**config.mk**
```make
export PLATFORM = sky130hd
export DESIGN_NAME = dmem_arbiter
export DESIGN_NICKNAME = d
export VERILOG_FILES = /design/src/rtl/dmem_arbiter.sv
export SDC_FILE = /design/constraint.sdc
export NUM_CORES = 1
export LEC_CHECK = 0
export ABC_AREA = 1
export CAP_MARGIN = 20
export CORE_MARGIN = 5
export CORE_UTILIZATION = 35
export DETAILED_ROUTE_END_ITERATION = 6
export PLACE_DENSITY = 0.75
export SETUP_SLACK_MARGIN = 0.02
export SLEW_MARGIN = 20
export SYNTH_ARGS = -nofsm -noshare
export SYNTH_HDL_FRONTEND = slang
export SYNTH_SLANG_ARGS = --single-unit
export TNS_END_PERCENT = 5
```
**constraint.sdc**
```tcl
create_clock -name clk -period 1.8 [get_ports clk]
set_input_delay 0.27 -clock clk [delete_from_list [all_inputs] [get_ports clk]]
set_output_delay 0.27 -clock clk [all_outputs]
set_load 0.01 [all_outputs]
```
**src/rtl/dmem_arbiter.sv**
```systemverilog
// Round-robin arbiter sharing one single-port data memory between the core load/store
// path (requester 0) and the program loader (requester 1), one transaction in flight.
module dmem_arbiter #(
  parameter int ADDR_W  = 10,
  parameter int DATA_W  = 32,
  parameter int MEM_LAT = 1
) (
  input  logic              clk,
  input  logic              rst,
  input  logic              r0_req,
  input  logic              r0_we,
  input  logic [ADDR_W-1:0] r0_addr,
  input  logic [DATA_W-1:0] r0_wdata,
  output logic              r0_gnt,
  output logic              r0_rvalid,
  output logic [DATA_W-1:0] r0_rdata,
  input  logic              r1_req,
  input  logic              r1_we,
  input  logic [ADDR_W-1:0] r1_addr,
  input  logic [DATA_W-1:0] r1_wdata,
  output logic              r1_gnt,
  output logic              r1_rvalid,
  output logic [DATA_W-1:0] r1_rdata,
  output logic              m_en,
  output logic              m_we,
  output logic [ADDR_W-1:0] m_addr,
  output logic [DATA_W-1:0] m_wdata,
  input  logic [DATA_W-1:0] m_rdata
);

  localparam int CNT_W = 3;

  typedef enum logic [1:0] {
    S_IDLE  = 2'd0,
    S_ISSUE = 2'd1,
    S_WAIT  = 2'd2
  } state_t;

  state_t            r_state;
  state_t            w_state_nxt;
  logic [CNT_W-1:0]  r_cnt;
  logic              r_last;
  logic              r_win;
  logic              r_we;

  logic              w_any;
  logic              w_pick;
  logic              w_issue;
  logic              w_cap;
  logic              w_sel_we;
  logic [ADDR_W-1:0] w_sel_addr;
  logic [DATA_W-1:0] w_sel_wdata;

  logic              w_m_en_nxt;
  logic              w_m_we_nxt;
  logic [ADDR_W-1:0] w_m_addr_nxt;
  logic [DATA_W-1:0] w_m_wdata_nxt;
  logic              w_r0_gnt_nxt;
  logic              w_r1_gnt_nxt;
  logic              w_r0_rvalid_nxt;
  logic              w_r1_rvalid_nxt;

  logic              r_m_en;
  logic              r_m_we;
  logic [ADDR_W-1:0] r_m_addr;
  logic [DATA_W-1:0] r_m_wdata;
  logic              r_r0_gnt;
  logic              r_r1_gnt;
  logic              r_r0_rvalid;
  logic              r_r1_rvalid;
  logic [DATA_W-1:0] r_r0_rdata;
  logic [DATA_W-1:0] r_r1_rdata;

  // On a tie the requester that did not win last time gets the memory.
  assign w_any       = r0_req | r1_req;
  assign w_pick      = (r0_req && r1_req) ? ~r_last : r1_req;
  assign w_sel_we    = w_pick ? r1_we    : r0_we;
  assign w_sel_addr  = w_pick ? r1_addr  : r0_addr;
  assign w_sel_wdata = w_pick ? r1_wdata : r0_wdata;
  assign w_issue     = (r_state == S_IDLE) && w_any;
  assign w_cap       = (r_state == S_WAIT) && (r_cnt == CNT_W'(1));

  always_ff @(posedge clk or negedge rst) begin
    if (!rst) begin
      r_state <= S_IDLE;
      r_cnt   <= '0;
      r_last  <= 1'b1;
      r_win   <= 1'b0;
      r_we    <= 1'b0;
    end else begin
      r_state <= w_state_nxt;
      if (w_issue) begin
        r_win  <= w_pick;
        r_we   <= w_sel_we;
        r_last <= w_pick;
      end
      if (r_state == S_ISSUE && !r_we) begin
        r_cnt <= CNT_W'(MEM_LAT);
      end else if (r_state == S_WAIT) begin
        r_cnt <= r_cnt - CNT_W'(1);
      end
    end
  end

  always_comb begin
    w_state_nxt = r_state;
    case (r_state)
      S_IDLE:  if (w_any) w_state_nxt = S_ISSUE;
      S_ISSUE: w_state_nxt = r_we ? S_IDLE : S_WAIT;
      S_WAIT:  if (r_cnt == CNT_W'(1)) w_state_nxt = S_IDLE;
      default: w_state_nxt = S_IDLE;
    endcase
  end

  // Every output is a flop, so this computes the values they take on the next edge.
  always_comb begin
    w_m_en_nxt      = w_issue;
    w_m_we_nxt      = w_issue & w_sel_we;
    w_m_addr_nxt    = w_issue ? w_sel_addr  : '0;
    w_m_wdata_nxt   = w_issue ? w_sel_wdata : '0;
    w_r0_gnt_nxt    = w_issue & ~w_pick;
    w_r1_gnt_nxt    = w_issue &  w_pick;
    w_r0_rvalid_nxt = w_cap & ~r_win;
    w_r1_rvalid_nxt = w_cap &  r_win;
  end

  always_ff @(posedge clk or negedge rst) begin
    if (!rst) begin
      r_m_en      <= 1'b0;
      r_m_we      <= 1'b0;
      r_m_addr    <= '0;
      r_m_wdata   <= '0;
      r_r0_gnt    <= 1'b0;
      r_r1_gnt    <= 1'b0;
      r_r0_rvalid <= 1'b0;
      r_r1_rvalid <= 1'b0;
      r_r0_rdata  <= '0;
      r_r1_rdata  <= '0;
    end else begin
      r_m_en      <= w_m_en_nxt;
      r_m_we      <= w_m_we_nxt;
      r_m_addr    <= w_m_addr_nxt;
      r_m_wdata   <= w_m_wdata_nxt;
      r_r0_gnt    <= w_r0_gnt_nxt;
      r_r1_gnt    <= w_r1_gnt_nxt;
      r_r0_rvalid <= w_r0_rvalid_nxt;
      r_r1_rvalid <= w_r1_rvalid_nxt;
      if (w_r0_rvalid_nxt) r_r0_rdata <= m_rdata;
      if (w_r1_rvalid_nxt) r_r1_rdata <= m_rdata;
    end
  end

  assign m_en      = r_m_en;
  assign m_we      = r_m_we;
  assign m_addr    = r_m_addr;
  assign m_wdata   = r_m_wdata;
  assign r0_gnt    = r_r0_gnt;
  assign r1_gnt    = r_r1_gnt;
  assign r0_rvalid = r_r0_rvalid;
  assign r1_rvalid = r_r1_rvalid;
  assign r0_rdata  = r_r0_rdata;
  assign r1_rdata  = r_r1_rdata;

endmodule

```
* Word level (Yosys, flattened, before mapping) *
Index checks and enable logic that the tools add are counted.

word-level totals
  bits in registers = 120
  word-level logic and storage cells = 50

operators by class
  add/sub/neg operators = 1
  equality and inequality tests = 5
  mux-type cells = 12
  bitwise logic cells = 9
  reduce and logical (&&, ||, !) cells = 8

operators with widths
  operator             count
  $mux 32              2
  $mux 10              2
  $mux 2               3
  $mux 3               2
  $pmux 2 s3           1
  $and 1x1->1          5
  $logic_and 1x1->1    4
  $ne 2x2->1 const B   2
  $eq 3x1->1 const B   1
  $not 1->1            3
  $sub 3x1->3 const B  1
  $eq 2x1->1 const B   1
  $eq 2x2->1 const B   1
  $logic_not 2->1      1
  $mux 1               2
  $reduce_and 2->1     1
  $reduce_bool 2->1    1
  $logic_not 1->1      1
  $or 1x1->1           1

* Depth between registers and ports, before layout *
  depth in word-level cells = 4
  gate-level depth with buffers = 8
  depth with buffers taken out = 7

* Least setup slack after synthesis *
OpenSTA, ideal clock, no wires.

  path type = register -> register
  start = register r_cnt[1]
  end = register r_r0_rdata[10] (netlist: r0_rdata[10])
  setup time = 0.117 ns
  data arrival time = 1.151 ns
  setup slack = 0.532 ns
  cell stages (with the launch flop) = 9
  path buffers = 1
  clock period less this slack = 1.268 ns
  cell sequence = dfrtp_1 > inv_1 > ha_1 > nand2_2 > nor2_4 > nand2_2 > buf_2 > nand2_1 > nand2_1

on the way
  longest elaborated chain between the ends = 3

ends and longest elaborated chain
  item                      line  RTL
  start: declaration        41    logic [CNT_W-1:0] r_cnt;
  start signal: assignment  98    r_cnt <= CNT_W'(MEM_LAT);
  start signal: assignment  100   r_cnt <= r_cnt - CNT_W'(1);
  $eq 3x1->1                81    assign w_cap = (r_state == S_WAIT) && (r_cnt == CNT_W'(1));
  $logic_and 1x1->1         81
  $and 1x1->1               123   w_r0_rvalid_nxt = w_cap & ~r_win;
  end signal: assignment    148   if (w_r0_rvalid_nxt) r_r0_rdata <= m_rdata;
  end: declaration          71    logic [DATA_W-1:0] r_r0_rdata;

No other way between the ends.
A chain may end at the register's enable or synchronous reset.

* Final worst setup path *
  start = register r_r1_gnt (netlist: r1_gnt)
  end = output r1_gnt

RTL lines
  item                      line  RTL
  start: declaration        68    logic r_r1_gnt;
  start signal: assignment  145   r_r1_gnt <= w_r1_gnt_nxt;
  end: declaration          21    output logic r1_gnt,

No word-level cell between the ends.

==> out/metrics.csv <==
metric,value,unit
outcome,"finished, final reports clean",
flop and latch count out of synthesis,120,
synthesized net count,650,
Congestion Overflow GR,0,
sw power,4.24,mW
number of flops mapped to enable cells by yosys,0,
CTS tree,yes,
Area Growth Syn to Fin,63.2,%
Power Internal,8.74,mW
Rel. slew slack,0.765,
leak pwr,3.74,nW
CP arrival,1360,ps
# IOs,234,
CTS Buf Count,17,
# resized after CTS,0,
first-pass GRT wire length,23200,µm
Layout Skew,4.57,ps
syn avg cell area,9.31,µm²
Max Transition Viols Final,0,
Combinational Power Share,0.397,
Nets,882,
initial antenna violation count,0,
Clock Pin Slew Worst Setup and Hold Paths,60,ps
Sw Share,0.327,
critical path capture point type,output pin,
share of post-route cells with drive strength above 1,0.0766,
Synth Flop Type,dfrtp_1,
Max IR drop VDD,0.591,mV
vias in the first global route,4627,
cell accounting for the most synthesized area,dfrtp_1,
CP max stage delay,590,ps
Die Ht,128,µm
die area,0.0165,mm²
CORE AREA,0.0138,mm²
Hold Path Class,input port to flop,
Cells after Synth,526,
Yosys cell types,19,
Area contributors post-synth,"dfrtp_1 (61%), nand2_1 (14%), nand3_1 (11%)",
Vias,4563,
DRT Pass-1 Iters,6,
Core Rows,43,
vias per inst,4.80,
Sink Count,120,
crit-path cells,clkdlybuf4s50_1,
Critical path buffers and inverters,1,
Max Cap Viol,0,
CTS Root Cell,clkbuf_16,
Fmax achieved,0.613,GHz
DRT iter0 DRCs,315,
ANT nets after route,0,
CP Data Required Time,1530,ps
"reg-to-reg slack, setup",270,ps
final wirelength,15000,µm
min cycle time layout,1630,ps
Setup WS post-layout,169,ps
Post-synth top cells,"nand2_1 (186), dfrtp_1 (119), nand3_1 (109), a21oi_1 (42), buf_2 (26)",
clock power share,0.263,
sequential share of the synthesized area,0.613,
CP Class,flop to output pin,
Detail Placement HPWL,10900,µm
"slowest stage cell, crit path",clkdlybuf4s50_1,
clk_lat worst skew,410,ps
Final Cycle Share,0.906,
Total Routing Usage GR,0.182,
setup bufs post-CTS,0,
Setup-failing EPs final,0,
Final GP Congestion,0.770,
Initial Util,0.354,
Final Hold Fails,0,
actual slew at the worst max-slew pin,353,ps
Yosys top cell area share,0.608,
Buffers on Ports,233,
Cell Pwr Density,1620,mW/mm²
DIE WIDTH,128,µm
clk buf depth,2,
DRC violations left,0,
most frequent cell after synthesis,nand2_1,
mapped cell area,0.00490,mm²
number of diodes,0,
H-tree level count,4,
critical path's top delay family,buffers and inverters,
Startpoint Class,flop,
Synth async-reset ratio,1.00,
"critical path fanouts, max",1,
Fin Setup TNS,0,ps
Post-Place Worst Slack,84.1,ps
routed len/inst,15.7,µm
largest net degree at the start of global routing,52,
RSZ-0062 raised after global routing,no,
Flop pwr share,0.340,
Yosys warning count,0,
layout by cell type, fill, tap and decap left out, drive strengths merged, types with 2 or more instances in the layout:
cell type      instances
buf                   19
nand3                109
nor2                   4
o21ai                  3
dfrtp                119
clkdlybuf4s50        231
a21oi                 42
nand2                192
ha                     2
clkinv                 5
bufinv                 3
inv                   15
clkbuf                22
sequential cells by signal, indices dropped and copies added, names as in the netlist, 2 cells and up:
name,cells
m_addr,10
m_wdata,32
r0_rdata,32
r1_rdata,32
r_cnt,3
r_state,2
power groups by stage:
stage,Sequential [mW],Combinational (mW),Clock (mW)
2_1_floorplan,4.85,1.77,0
3_3_place_gp,4.41,5.09,0
3_5_place_dp,4.46,5.18,0
4_1_cts,4.43,5.22,3.49
5_1_grt,4.54,5.61,3.62
6_report,4.41,5.15,3.41
area by class of cell:
| class | count | area [µm²] |
|---|---|---|
| Timing Repair Buffer | 251 | 2540 |
| Multi-Input combinational cell | 353 | 1570 |
| Fill cell | 1186 | 5830 |
| Clock buffer | 22 | 474 |
| Clock inverter | 9 | 123 |
| Sequential cell | 120 | 3000 |
| Inverter | 15 | 56.3 |
| Tap cell | 180 | 225 |
metrics by stage:
| stage | util | power, mW | instances | hold slack (ps) | cell area [µm²] |
|---|---|---|---|---|---|
| after CTS | 0.578 | 13.1 | 950 | 204 | 7990 |
| after floorplan | - | 6.63 | 526 | -25.6 | 4900 |
| after global placement | 0.534 | 9.50 | 918 | 191 | 7390 |
| after global routing | 0.578 | 13.8 | 950 | 228 | 7990 |
| final | 0.578 | 13.0 | 950 | 229 | 7990 |
| after detailed placement | 0.534 | 9.64 | 918 | 194 | 7390 |
kinds of logic (layout without fill, tap and decap cells):
kind of cell             count (synthesis)  in the layout  share of synthesized area
AND/OR/NAND/NOR                        305            305                      0.266
flip-flops                             120            120                      0.613
buffers and inverters                   53            297                     0.0667
AO/OA/AOI/OAI                           45             45                     0.0468
adder cells (fa/ha/maj)                  2              2                    0.00511
XOR/XNOR                                 1              1                    0.00179
routing by layer:
| metal | routed length (µm) | vias to the layer above | GRT usage |
|---|---|---|---|
| met2 | 7070 | 236 | 0.291 |
| met1 | 5650 | 2129 | 0.207 |
| li1 | - | 2174 | - |
| met3 | 1950 | 24 | 0.0896 |
| met4 | 290 | 0 | 0.0743 |
| met5 | 0 | - | 0 |
repair_timing:
action	4_1_cts	5_1_grt
hold endpoints to repair	21	0
hold buffers	1	0
endpoints found under the setup margin	0	0
worst paths after layout:
kind                             start           end  cells past startpoint
min in group asynchronous          rst  r0_rdata[10]                      2
setup / recovery                r1_gnt        r1_gnt                      1
hold reg to reg            r0_rdata[8]   r0_rdata[8]                      2
max in group asynchronous          rst        r_last                      3
hold / removal                  r1_req    r_state[0]                      3
setup reg to reg              r_cnt[1]  r0_rdata[13]                      8
No activity file was read; power rests on OpenSTA's default activity.
